===== src/rtl/axi_rd_xbar_pkg.sv =====
// rtl/axi_rd_xbar_pkg.sv - shared types, response codes and width helpers for the AXI read crossbar
package axi_rd_xbar_pkg;

    typedef enum logic [1:0] {
        IDLE = 2'd0,
        ADDR = 2'd1,
        DATA = 2'd2,
        ERR  = 2'd3
    } state_e;

    localparam logic [1:0] RESP_OKAY   = 2'b00;
    localparam logic [1:0] RESP_DECERR = 2'b11;

    function automatic int midx_w(input int num_m);
        return (num_m > 1) ? $clog2(num_m) : 1;
    endfunction

    function automatic int ids_w(input int id_w, input int num_m);
        return id_w + midx_w(num_m);
    endfunction

endpackage


===== src/rtl/rr_arbiter.sv =====
// rtl/rr_arbiter.sv - round-robin arbiter: first request at/after pointer wins, pointer moves past winner on advance
module rr_arbiter #(
    parameter int N     = 2,
    parameter int IDX_W = (N > 1) ? $clog2(N) : 1
) (
    input  logic             clk,
    input  logic             rst,
    input  logic [N-1:0]     req_i,
    input  logic             advance_i,
    output logic [N-1:0]     gnt_o,
    output logic [IDX_W-1:0] gnt_idx_o,
    output logic             gnt_valid_o
);

    logic [IDX_W-1:0] ptr_q;
    logic [IDX_W-1:0] cand_idx;

    // Scan downward so the last hit written is the closest request at/after the pointer.
    always_comb begin
        gnt_idx_o   = '0;
        gnt_valid_o = 1'b0;
        cand_idx    = '0;
        for (int i = N - 1; i >= 0; i--) begin
            cand_idx = IDX_W'((int'(ptr_q) + i) % N);
            if (req_i[cand_idx]) begin
                gnt_idx_o   = cand_idx;
                gnt_valid_o = 1'b1;
            end
        end
        gnt_o = '0;
        if (gnt_valid_o) begin
            gnt_o[gnt_idx_o] = 1'b1;
        end
    end

    always_ff @(posedge clk or posedge rst) begin
        if (rst) begin
            ptr_q <= '0;
        end else if (advance_i) begin
            ptr_q <= IDX_W'((int'(gnt_idx_o) + 1) % N);
        end
    end

endmodule


===== src/rtl/axi_rd_xbar.sv =====
// rtl/axi_rd_xbar.sv - single-outstanding AXI read crossbar with RR arbitration, decode, R routing and DECERR slave
module axi_rd_xbar
    import axi_rd_xbar_pkg::*;
#(
    parameter int NUM_M  = 2,
    parameter int NUM_S  = 2,
    parameter int ID_W   = 4,
    parameter int ADDR_W = 32,
    parameter int DATA_W = 32,
    parameter int LEN_W  = 4,
    parameter logic [NUM_S*ADDR_W-1:0] SLV_BASE = {32'h1000_0000, 32'h0000_0000},
    parameter logic [NUM_S*ADDR_W-1:0] SLV_MASK = {32'hF000_0000, 32'hF000_0000},
    localparam int MIDX_W = midx_w(NUM_M),
    localparam int IDS_W  = ids_w(ID_W, NUM_M)
) (
    input  logic                    clk,
    input  logic                    rst,
    input  logic [NUM_M*ID_W-1:0]   m_arid,
    input  logic [NUM_M*ADDR_W-1:0] m_araddr,
    input  logic [NUM_M*LEN_W-1:0]  m_arlen,
    input  logic [NUM_M*3-1:0]      m_arsize,
    input  logic [NUM_M*2-1:0]      m_arburst,
    input  logic [NUM_M-1:0]        m_arvalid,
    output logic [NUM_M-1:0]        m_arready,
    output logic [ID_W-1:0]         m_rid,
    output logic [DATA_W-1:0]       m_rdata,
    output logic [1:0]              m_rresp,
    output logic                    m_rlast,
    output logic [NUM_M-1:0]        m_rvalid,
    input  logic [NUM_M-1:0]        m_rready,
    output logic [IDS_W-1:0]        s_arid,
    output logic [ADDR_W-1:0]       s_araddr,
    output logic [LEN_W-1:0]        s_arlen,
    output logic [2:0]              s_arsize,
    output logic [1:0]              s_arburst,
    output logic [NUM_S-1:0]        s_arvalid,
    input  logic [NUM_S-1:0]        s_arready,
    input  logic [NUM_S*IDS_W-1:0]  s_rid,
    input  logic [NUM_S*DATA_W-1:0] s_rdata,
    input  logic [NUM_S*2-1:0]      s_rresp,
    input  logic [NUM_S-1:0]        s_rlast,
    input  logic [NUM_S-1:0]        s_rvalid,
    output logic [NUM_S-1:0]        s_rready
);

    localparam int SIDX_W = (NUM_S > 1) ? $clog2(NUM_S) : 1;
    localparam int TGT_W  = $clog2(NUM_S + 1);
    localparam logic [TGT_W-1:0] TGT_DEF = TGT_W'(NUM_S);

    state_e            state_q;
    logic [MIDX_W-1:0] owner_q;
    logic [TGT_W-1:0]  target_q;
    logic [ID_W-1:0]   id_q;
    logic [ADDR_W-1:0] addr_q;
    logic [LEN_W-1:0]  len_q;
    logic [2:0]        size_q;
    logic [1:0]        burst_q;
    logic [NUM_S-1:0]  arvalid_q;
    logic [LEN_W:0]    beat_q;

    logic [NUM_M-1:0]  gnt;
    logic [MIDX_W-1:0] gnt_idx;
    logic              gnt_valid;
    logic              idle;
    logic              accept;
    logic [ADDR_W-1:0] gnt_addr;
    logic [TGT_W-1:0]  dec_tgt;
    logic [SIDX_W-1:0] tsel;
    logic              err_last;

    assign idle     = (state_q == IDLE);
    assign accept   = idle & gnt_valid;
    assign gnt_addr = m_araddr[gnt_idx*ADDR_W +: ADDR_W];
    assign tsel     = target_q[SIDX_W-1:0];
    assign err_last = (beat_q == {1'b0, len_q});

    rr_arbiter #(
        .N     (NUM_M),
        .IDX_W (MIDX_W)
    ) u_arb (
        .clk         (clk),
        .rst         (rst),
        .req_i       (m_arvalid),
        .advance_i   (accept),
        .gnt_o       (gnt),
        .gnt_idx_o   (gnt_idx),
        .gnt_valid_o (gnt_valid)
    );

    // Lowest-index hit wins; no hit routes to the internal DECERR slave.
    always_comb begin
        dec_tgt = TGT_DEF;
        for (int s = NUM_S - 1; s >= 0; s--) begin
            if ((gnt_addr & SLV_MASK[s*ADDR_W +: ADDR_W]) == SLV_BASE[s*ADDR_W +: ADDR_W]) begin
                dec_tgt = TGT_W'(s);
            end
        end
    end

    always_ff @(posedge clk or posedge rst) begin
        if (rst) begin
            state_q   <= IDLE;
            owner_q   <= '0;
            target_q  <= '0;
            id_q      <= '0;
            addr_q    <= '0;
            len_q     <= '0;
            size_q    <= '0;
            burst_q   <= '0;
            arvalid_q <= '0;
            beat_q    <= '0;
        end else begin
            case (state_q)
                IDLE: if (gnt_valid) begin
                    owner_q  <= gnt_idx;
                    target_q <= dec_tgt;
                    id_q     <= m_arid[gnt_idx*ID_W +: ID_W];
                    addr_q   <= gnt_addr;
                    len_q    <= m_arlen[gnt_idx*LEN_W +: LEN_W];
                    size_q   <= m_arsize[gnt_idx*3 +: 3];
                    burst_q  <= m_arburst[gnt_idx*2 +: 2];
                    beat_q   <= '0;
                    if (dec_tgt == TGT_DEF) begin
                        state_q <= ERR;
                    end else begin
                        state_q   <= ADDR;
                        arvalid_q <= NUM_S'(1) << dec_tgt;
                    end
                end
                ADDR: if (s_arready[tsel]) begin
                    arvalid_q <= '0;
                    state_q   <= DATA;
                end
                DATA: if (s_rvalid[tsel] && m_rready[owner_q] && s_rlast[tsel]) begin
                    state_q <= IDLE;
                end
                ERR: if (m_rready[owner_q]) begin
                    if (err_last) begin
                        state_q <= IDLE;
                        beat_q  <= '0;
                    end else begin
                        beat_q <= beat_q + (LEN_W+1)'(1);
                    end
                end
                default: state_q <= IDLE;
            endcase
        end
    end

    // Reset also blanks the combinational grant so no AR handshake can appear while held in reset.
    assign m_arready = (idle && !rst) ? gnt : '0;
    assign s_arvalid = arvalid_q;
    assign s_arid    = {owner_q, id_q};
    assign s_araddr  = addr_q;
    assign s_arlen   = len_q;
    assign s_arsize  = size_q;
    assign s_arburst = burst_q;

    always_comb begin
        m_rvalid = '0;
        s_rready = '0;
        m_rid    = '0;
        m_rdata  = '0;
        m_rresp  = RESP_OKAY;
        m_rlast  = 1'b0;
        if (state_q == DATA) begin
            m_rvalid[owner_q] = s_rvalid[tsel];
            s_rready[tsel]    = m_rready[owner_q];
            m_rid             = s_rid[tsel*IDS_W +: ID_W];
            m_rdata           = s_rdata[tsel*DATA_W +: DATA_W];
            m_rresp           = s_rresp[tsel*2 +: 2];
            m_rlast           = s_rlast[tsel];
        end else if (state_q == ERR) begin
            m_rvalid[owner_q] = 1'b1;
            m_rid             = id_q;
            m_rresp           = RESP_DECERR;
            m_rlast           = err_last;
        end
    end

endmodule


===== config.mk =====
export PLATFORM = sky130hd
export DESIGN_NAME = axi_rd_xbar
export DESIGN_NICKNAME = d
export VERILOG_FILES = /design/src/rtl/axi_rd_xbar_pkg.sv /design/src/rtl/rr_arbiter.sv /design/src/rtl/axi_rd_xbar.sv
export SDC_FILE = /design/constraint.sdc
export NUM_CORES = 1
export LEC_CHECK = 0
export CORE_MARGIN = 1.5
export CORE_UTILIZATION = 30
export DETAILED_ROUTE_END_ITERATION = 8
export HOLD_SLACK_MARGIN = 0.08
export PLACE_DENSITY_LB_ADDON = 0.2
export SLEW_MARGIN = 10
export SYNTH_ARGS = -nofsm -noshare
export SYNTH_HDL_FRONTEND = slang
export SYNTH_SLANG_ARGS = --single-unit
export TNS_END_PERCENT = 100

===== constraint.sdc =====
create_clock -name clk -period 2.7 [get_ports clk]
set_clock_uncertainty 0.2 [all_clocks]
set_input_delay 0.54 -clock clk [delete_from_list [all_inputs] [get_ports clk]]
set_output_delay 0.54 -clock clk [all_outputs]
set_load 0.005 [all_outputs]

==> results.md, run 1 <==
- Status: complete, no violations
- Worst-Margin Slew: 744 ps
- Layout cells sized above 1: between 8 and 9%
- Initial core utilization: 30.9%
- Placed cell areas: 0.00623 mm2
- Pin count of the biggest net entering global routing: 58
- Placed cell count: ~790
- CP bufs+invs: 2
- Hold Violations, Final: 0
- Total Power: 5.64 mW
- Crit path cell chain: buf_4 -> mux2i_1 -> nor2_1 -> clkdlybuf4s50_1
- First-pass GRT wire length: 19000 um
- CP max-delay cell: dfrtp_4
- WHS: 276 ps
- Crit path required time: 1960 ps
- Final Cycle Share: 97.6%
- Drt first pass iters: 6
- Die area: 0.0118 mm2
- VDD IR max: between 0.4 and 0.5 mV
- Most frequent cells after synthesis: 99 x nand2_1, 57 x dfrtp_1, 45 x mux2i_1
- Slew headroom: between 50% and 60%
- Final setup fails: 0
- Crit. End Element: output port
- Distinct cells, synth: 41
- HP Class: reg -> reg
- Post-route cell area: around 0.0066 mm2
- # nets final: 844
- FP Rows: 38
- P_leak: 3.10 nW
- CTS tree: yes
- Mapped Area: 0.00335 mm2
- CTS buffer count: 9
- Seq/Total Area, Yosys: 42.6%
- I/O Pins: 273
- Clk sink count: 57
- Core Region: 0.0108 mm2
- FMAX: 0.379 GHz
- Worst-skew pair later-pin latency: 340 ps
- Async S/R FF share, synth: 100%
- Post-synth EDFFs: 0
- Delay of the slowest critical-path stage: 550 ps
- Synth warnings: 0
- Clock Pin Slew Worst Setup and Hold Paths: 70 ps
- CTS HTree Levels: 3
- Final count of pins violating max slew: 0
- CTS root buffer: clkbuf_8
- Vias: 3935
- Hpwl dp: 10300 um
- Average via count per standard cell: 4.87
- GRT Util Overall: 21.4%
- RSZ-0062 raised after global routing: true
- Most numerous cell in the Yosys netlist: nand2_1
- GRT overflow: 0
- Finished Layout Cells: around 810
- Area growth syn-to-layout: 98.4%
- Top delay family on crit path: buffers and inverters
- Largest area contributor in the netlist: dfrtp_1
- Cells taking the most area after synthesis: dfrtp_1 43%, mux2i_1 13%, nand2_1 11%
- Worst Path Arrival: 1900 ps
- Critical Path Fanout Max: 13
- Layout fillers: 949
- Min Tclk post-route: ~2600 ps
- DRC viols: 0
- Chip Width: 109 um
- WL per Instance: 16.4 um
- Synthesized flop and latch total: 57
- Die Height: 109 um
- Final wirelength: 13300 um
- P per Cell Area: 850 mW/mm2
- Hold_buf cts: 0
- Main synth FF type: dfrtp_1
- Yosys top cell area share: a little over two fifths
- I/O Buffers: 270
- Initial antenna violation count: 0
- Ant diodes: 0
- Mapped Nets: 566
- Mapped Avg Cell Area: slightly below 9 um2
- 1st-iter DRT viols: 185
- Vias in the first global route: 3922
- Clk buf depth: 2
- Routed Antenna Nets: 0
- Critical path type: reg -> out
- RePlAce Congestion: 0.793
- Max_cap viols: 0
- CP startpoint kind: flip-flop
- Synth Instances: 385
==> what timing repair did <==
item	in CTS	in global routing
setup endpoints to repair	40	25
gates resized for setup	9	36
cloned	0	0
buffers inserted	2	4
==> per-layer routing <==
metal	wire length, um	GRT usage (%)	part of all wire [%]	vias to the layer above
met5	0	0	0	-
met1	4620	20.2	35	1833
met4	358	10.4	2.7	0
li1	-	-	-	1888
met2	6810	39.6	51	189
met3	1490	8.98	11	25
==> layout by cell type (no fill, tap or decap), types with 8 or more instances in the layout <==
master	n
a21oi_1	11
a22oi_1	41
buf_4	18
clkbuf_8	10
clkdlybuf4s50_1	241
dfrtp_1	54
dlymetal6s2s_1	26
mux2i_1	45
nand2_1	99
nor2_1	43
nor3_1	8
o21ai_0	11
==> stage by stage <==
stage	worst slack (ps)	TNS [ps]	util, %
final	64.0	0	61.2
after floorplan	258	0	-
after detailed placement	-122	-217	57.5
after global routing	-13.8	-61.0	61.2
after global placement	-79.4	-153	57.5
after CTS	1.51	0	60.1
==> layout make-up <==
type / instances / area (um2) / area share, %
Inverter: 4 / 25.0 / 0.377
Clock inverter: 5 / 103 / 1.55
Clock buffer: 11 / 141 / 2.13
Multi-Input combinational cell: 298 / 1780 / 26.8
Tap cell: 140 / 175 / 2.64
Timing Repair Buffer: 293 / 2980 / 44.9
Sequential cell: 57 / 1430 / 21.6
==> flip-flops by register name (all words and copies together) (netlist names) <==
signal       count
s_arburst        2
id_q             4
s_arvalid        2
target_q         1
state_q          2
s_araddr        32
s_arsize         3
s_arlen          4
owner_q          1
beat_q           5
u_arb.ptr_q      1
==> power breakdown <==
part,switching [mW],internal (mW),total (mW)
registers,0.295,1.23,1.53
clock network,0.347,0.637,0.984
logic,1.28,1.85,3.13
==> logic make-up (layout without fill, tap and decap cells) <==
logic type               after synthesis  in the layout  share of synthesized area (%)
AND/OR/NAND/NOR                      169            169                           20.8
adder cells (fa/ha/maj)                1              1                          0.374
multiplexers                          47             47                           14.2
buffers and inverters                 30            313                           4.45
XOR/XNOR                               4              4                           1.05
flip-flops                            57             57                           42.6
AO/OA/AOI/OAI                         77             77                           16.4
==> final timing paths <==
path	start	to	slack (ps)	depth (start not counted)
max in group asynchronous	rst	target_q[0]	1080	3
min	u_arb.ptr_q	u_arb.ptr_q	280	1
max reg2reg	owner_q	beat_q[4]	660	6
max	target_q[0]	m_rdata[24]	60	4
min reg2reg	u_arb.ptr_q	u_arb.ptr_q	280	1
min in group asynchronous	rst	s_araddr[28]	680	3
Note: power is estimated with default switching activity, not from simulation.
==> inputs of run 2 (changes only) <==
CORE_ASPECT_RATIO = 0.5   (was not set)
CORE_MARGIN = 2   (was 1.5)
SETUP_SLACK_MARGIN = 0.15   (was not set)
==> run 2 against run 1 <==
Compared with the run above:
- non-clock buffer count increased by 6
- fmax increased by 5.5%
- via count decreased by 3.1%
- combinational power about the same
- count of clock-buffer cells in the layout unchanged
- register-to-register slack improved by 20 ps
- routed wire length decreased by 6.5%
- first-iteration DRC count increased by 3.2%
- worst setup slack improved by 140 ps
- cell count increased by 1.4%
- critical path type is now in -> out
- largest cell class unchanged
==> results.md, run 2 (synthesis gave the netlist of run 1 again) <==
- Status: complete, no violations (unchanged)
- Slew headroom: 49.7% (was 50.4%)
- Hold Violations, Final: 0 (unchanged)
- Chip Width: 153 um (was 109 um)
- Hold_sp: s_araddr[28] (was u_arb.ptr_q)
- Int Power: 3.92 mW (was 3.72 mW)
- Clock network power share: 20.7% (was 17.4%)
- P_leak: 3.01 nW (was 3.10 nW)
- Register area: 0.00143 mm2 (about the same)
- P per Cell Area: 876 mW/mm2 (was 850 mW/mm2)
- Final setup fails: 0 (unchanged)
- CP startpoint kind: input port (was flip-flop)
- FMAX: 0.400 GHz (was 0.379 GHz)
- Core Region: 0.0109 mm2 (was 0.0108 mm2)
- Final count of pins violating max slew: 0 (unchanged)
- Crit path cell chain: clkdlybuf4s50_1 -> or2_4 -> nand2_4 -> a21oi_4 -> and2_1 -> dlygate4sd2_1 (was buf_4 -> mux2i_1 -> nor2_1 -> clkdlybuf4s50_1)
- CP max-delay cell: clkdlybuf4s50_1 (was dfrtp_4)
- First-pass GRT wire length: 19100 um (was 19000 um)
- CTS HTree Levels: 3 (unchanged)
- I/O Buffers: 270 (unchanged)
- Hold_buf cts: 0 (unchanged)
- Clk sink count: 57 (unchanged)
- Max_cap viols: 0 (unchanged)
- Min Tclk post-route: 2500 ps (was 2640 ps)
- CTS tree: yes (unchanged)
- Clock Pin Slew Worst Setup and Hold Paths: 50 ps (was 70 ps)
- RePlAce Congestion: 0.764 (was 0.793)
- Worst r2r path cells: 7 (was 6)
- Vias: 3814 (was 3935)
- Layout Utilization: 61.4% (was 61.2%)
- WL per Instance: 15.1 um (was 16.4 um)
- Commonest non-fill, non-tap cell in the layout: clkdlybuf4s50_1 (unchanged)
- Flop pwr share: 25.6% (was 27.1%)
- CP bufs+invs: 2 (unchanged)
- FP Rows: 27 (was 38)
- Layout fillers: 972 (was 949)
- Max FFs per register: 32 (unchanged)
- GRT Util Overall: 19.9% (was 21.4%)
- Sw Ratio: 33.4% (was 34.1%)
- Drt first pass iters: 4 (was 6)
- VDD IR max: 0.444 mV (was 0.496 mV)
- I/O Pins: 273 (unchanged)
- Initial antenna violation count: 0 (unchanged)
- Reg2Reg Capture Point: s_araddr[21] (was beat_q[4])
- # nets final: 850 (was 844)
- Final wirelength: 12400 um (was 13300 um)
- Final Cycle Share: 92.5% (was 97.6%)
- Reg2reg setup slack: 680 ps (was 660 ps)
- Multi-input gate area: 0.00181 mm2 (was 0.00178 mm2)
- Critical Path Fanout Max: 4 (was 13)
- Vias in the first global route: 3686 (was 3922)
- Cell depth of the worst hold path: 2 (was 1)
- 1st-iter DRT viols: 191 (was 185)
- Most frequent cells in the layout: 240 x clkdlybuf4s50_1, 98 x nand2_1, 54 x dfrtp_1 (was 241 x clkdlybuf4s50_1, 99 x nand2_1, 54 x dfrtp_1)
- Critical path type: in -> out (was reg -> out)
- Clk buf depth: 2 (unchanged)
- Min-Delay Endpoint: s_araddr[28] (was u_arb.ptr_q)
- Worst-skew pair later-pin latency: 320 ps (was 340 ps)
- Worst-Margin Slew: 755 ps (was 744 ps)
- RSZ-0062 raised after global routing: true (unchanged)
- CTS root buffer: clkbuf_16 (was clkbuf_8)
- HP Class: reg -> reg (unchanged)
- R2r startpoint: state_q[1] (was owner_q)
- Area growth syn-to-layout: 101% (was 98.4%)
- Comb power frac: 53.7% (was 55.5%)
- DRC viols: 0 (unchanged)
- Crit. End Element: output port (unchanged)
- Worst Path Arrival: 1760 ps (was 1900 ps)
- Total Power: 5.88 mW (was 5.64 mW)
- Hpwl dp: 9480 um (was 10300 um)
- Die Height: 78.7 um (was 109 um)
- Ant diodes: 0 (unchanged)
- Top delay family on crit path: buffers and inverters (unchanged)
- Initial core utilization: 30.6% (was 30.9%)
- Psw: 1.96 mW (was 1.92 mW)
- GRT overflow: 0 (unchanged)
- Layout cells sized above 1: 9.79% (was 8.53%)
- Pin count of the biggest net entering global routing: 58 (unchanged)
- Delay of the slowest critical-path stage: 420 ps (was 550 ps)
- Average via count per standard cell: 4.66 (was 4.87)
- Setup TNS: 0 ps (unchanged)
- Die area: 0.0121 mm2 (was 0.0118 mm2)
- Crit path required time: 1960 ps (about the same)
- Routed Antenna Nets: 0 (unchanged)
- CTS buffer count: 9 (unchanged)
==> run 2: cell types whose count changed in the layout (fill, tap and decap cells not counted), moves of 2 or more <==
cell and delta:
dlymetal6s2s_1 -14, buf_4 +6, clkbuf_8 -9, clkbuf_16 +9, buf_12 -2, dlygate4sd2_1 +15
==> run 2: worst reg2reg max path: stages (launching register included) <==
cell and delay (ps):
dfrtp_2 500, nor2_1 290, nand2_4 110, buf_4 270, nor2_2 160, buf_4 270, nand2_1 90, nand2_1 60
==> run 2: power groups by stage <==
| stage | Sequential [mW] | Combinational (mW) | Clock, mW |
|---|---|---|---|
| 3_5_place_dp | 1.51 | 3.14 | 0 |
| 2_1_floorplan | 1.48 | 1.38 | 0 |
| 5_1_grt | 1.56 | 3.45 | 1.29 |
| 4_1_cts | 1.50 | 3.16 | 1.24 |
| 6_report | 1.51 | 3.16 | 1.22 |
| 3_3_place_gp | 1.50 | 3.09 | 0 |
==> run 2: how the worst max path moves through the flow <==
stage,cells past startpoint,to,startpoint
finish,6,m_arready[0],m_arvalid[1]
detailed placement,6,m_arready[0],m_arvalid[0]
global route,5,m_rdata[22],state_q[0]
floorplan,2,m_arready[0],rst
global placement,6,m_arready[0],m_arvalid[1]
CTS,5,m_rlast,beat_q[3]
==> run 2: routing by layer <==
layer  GRT usage, %  up-vias  part of all wire [%]
met4           4.86        0                   1.2
met2           36.3      104                    52
met1           24.0     1794                    42
li1               -     1902                     -
met3           4.69       14                   4.7
met5              0        -                     0
==> run 2: stage by stage <==
| step | instance area [um2] | cells | setup WS (ps) | hold slack (ps) |
|---|---|---|---|---|
| floorplan | 3350 | 385 | 258 | 240 |
| global placement | 6260 | 795 | -62.1 | 263 |
| detailed placement | 6260 | 795 | -69.8 | 270 |
| CTS | 6630 | 815 | 46.4 | 281 |
| global route | 6720 | 819 | 112 | 296 |
| finish | 6720 | 819 | 202 | 274 |
==> run 2: timing repair <==
action	CTS	global route
setup buffers	4	4
endpoints found under the setup margin	45	23
pin swaps	1	2
endpoints found under the hold margin	0	0
resized for setup	32	20
==> run 2: area by class of cell <==
class,count,area share (%)
Inverter,4,0.335
Multi-Input combinational cell,298,26.9
Tap cell,145,2.70
Clock inverter,5,1.17
Sequential cell,57,21.3
Timing Repair Buffer,299,43.9
Clock buffer,11,3.61
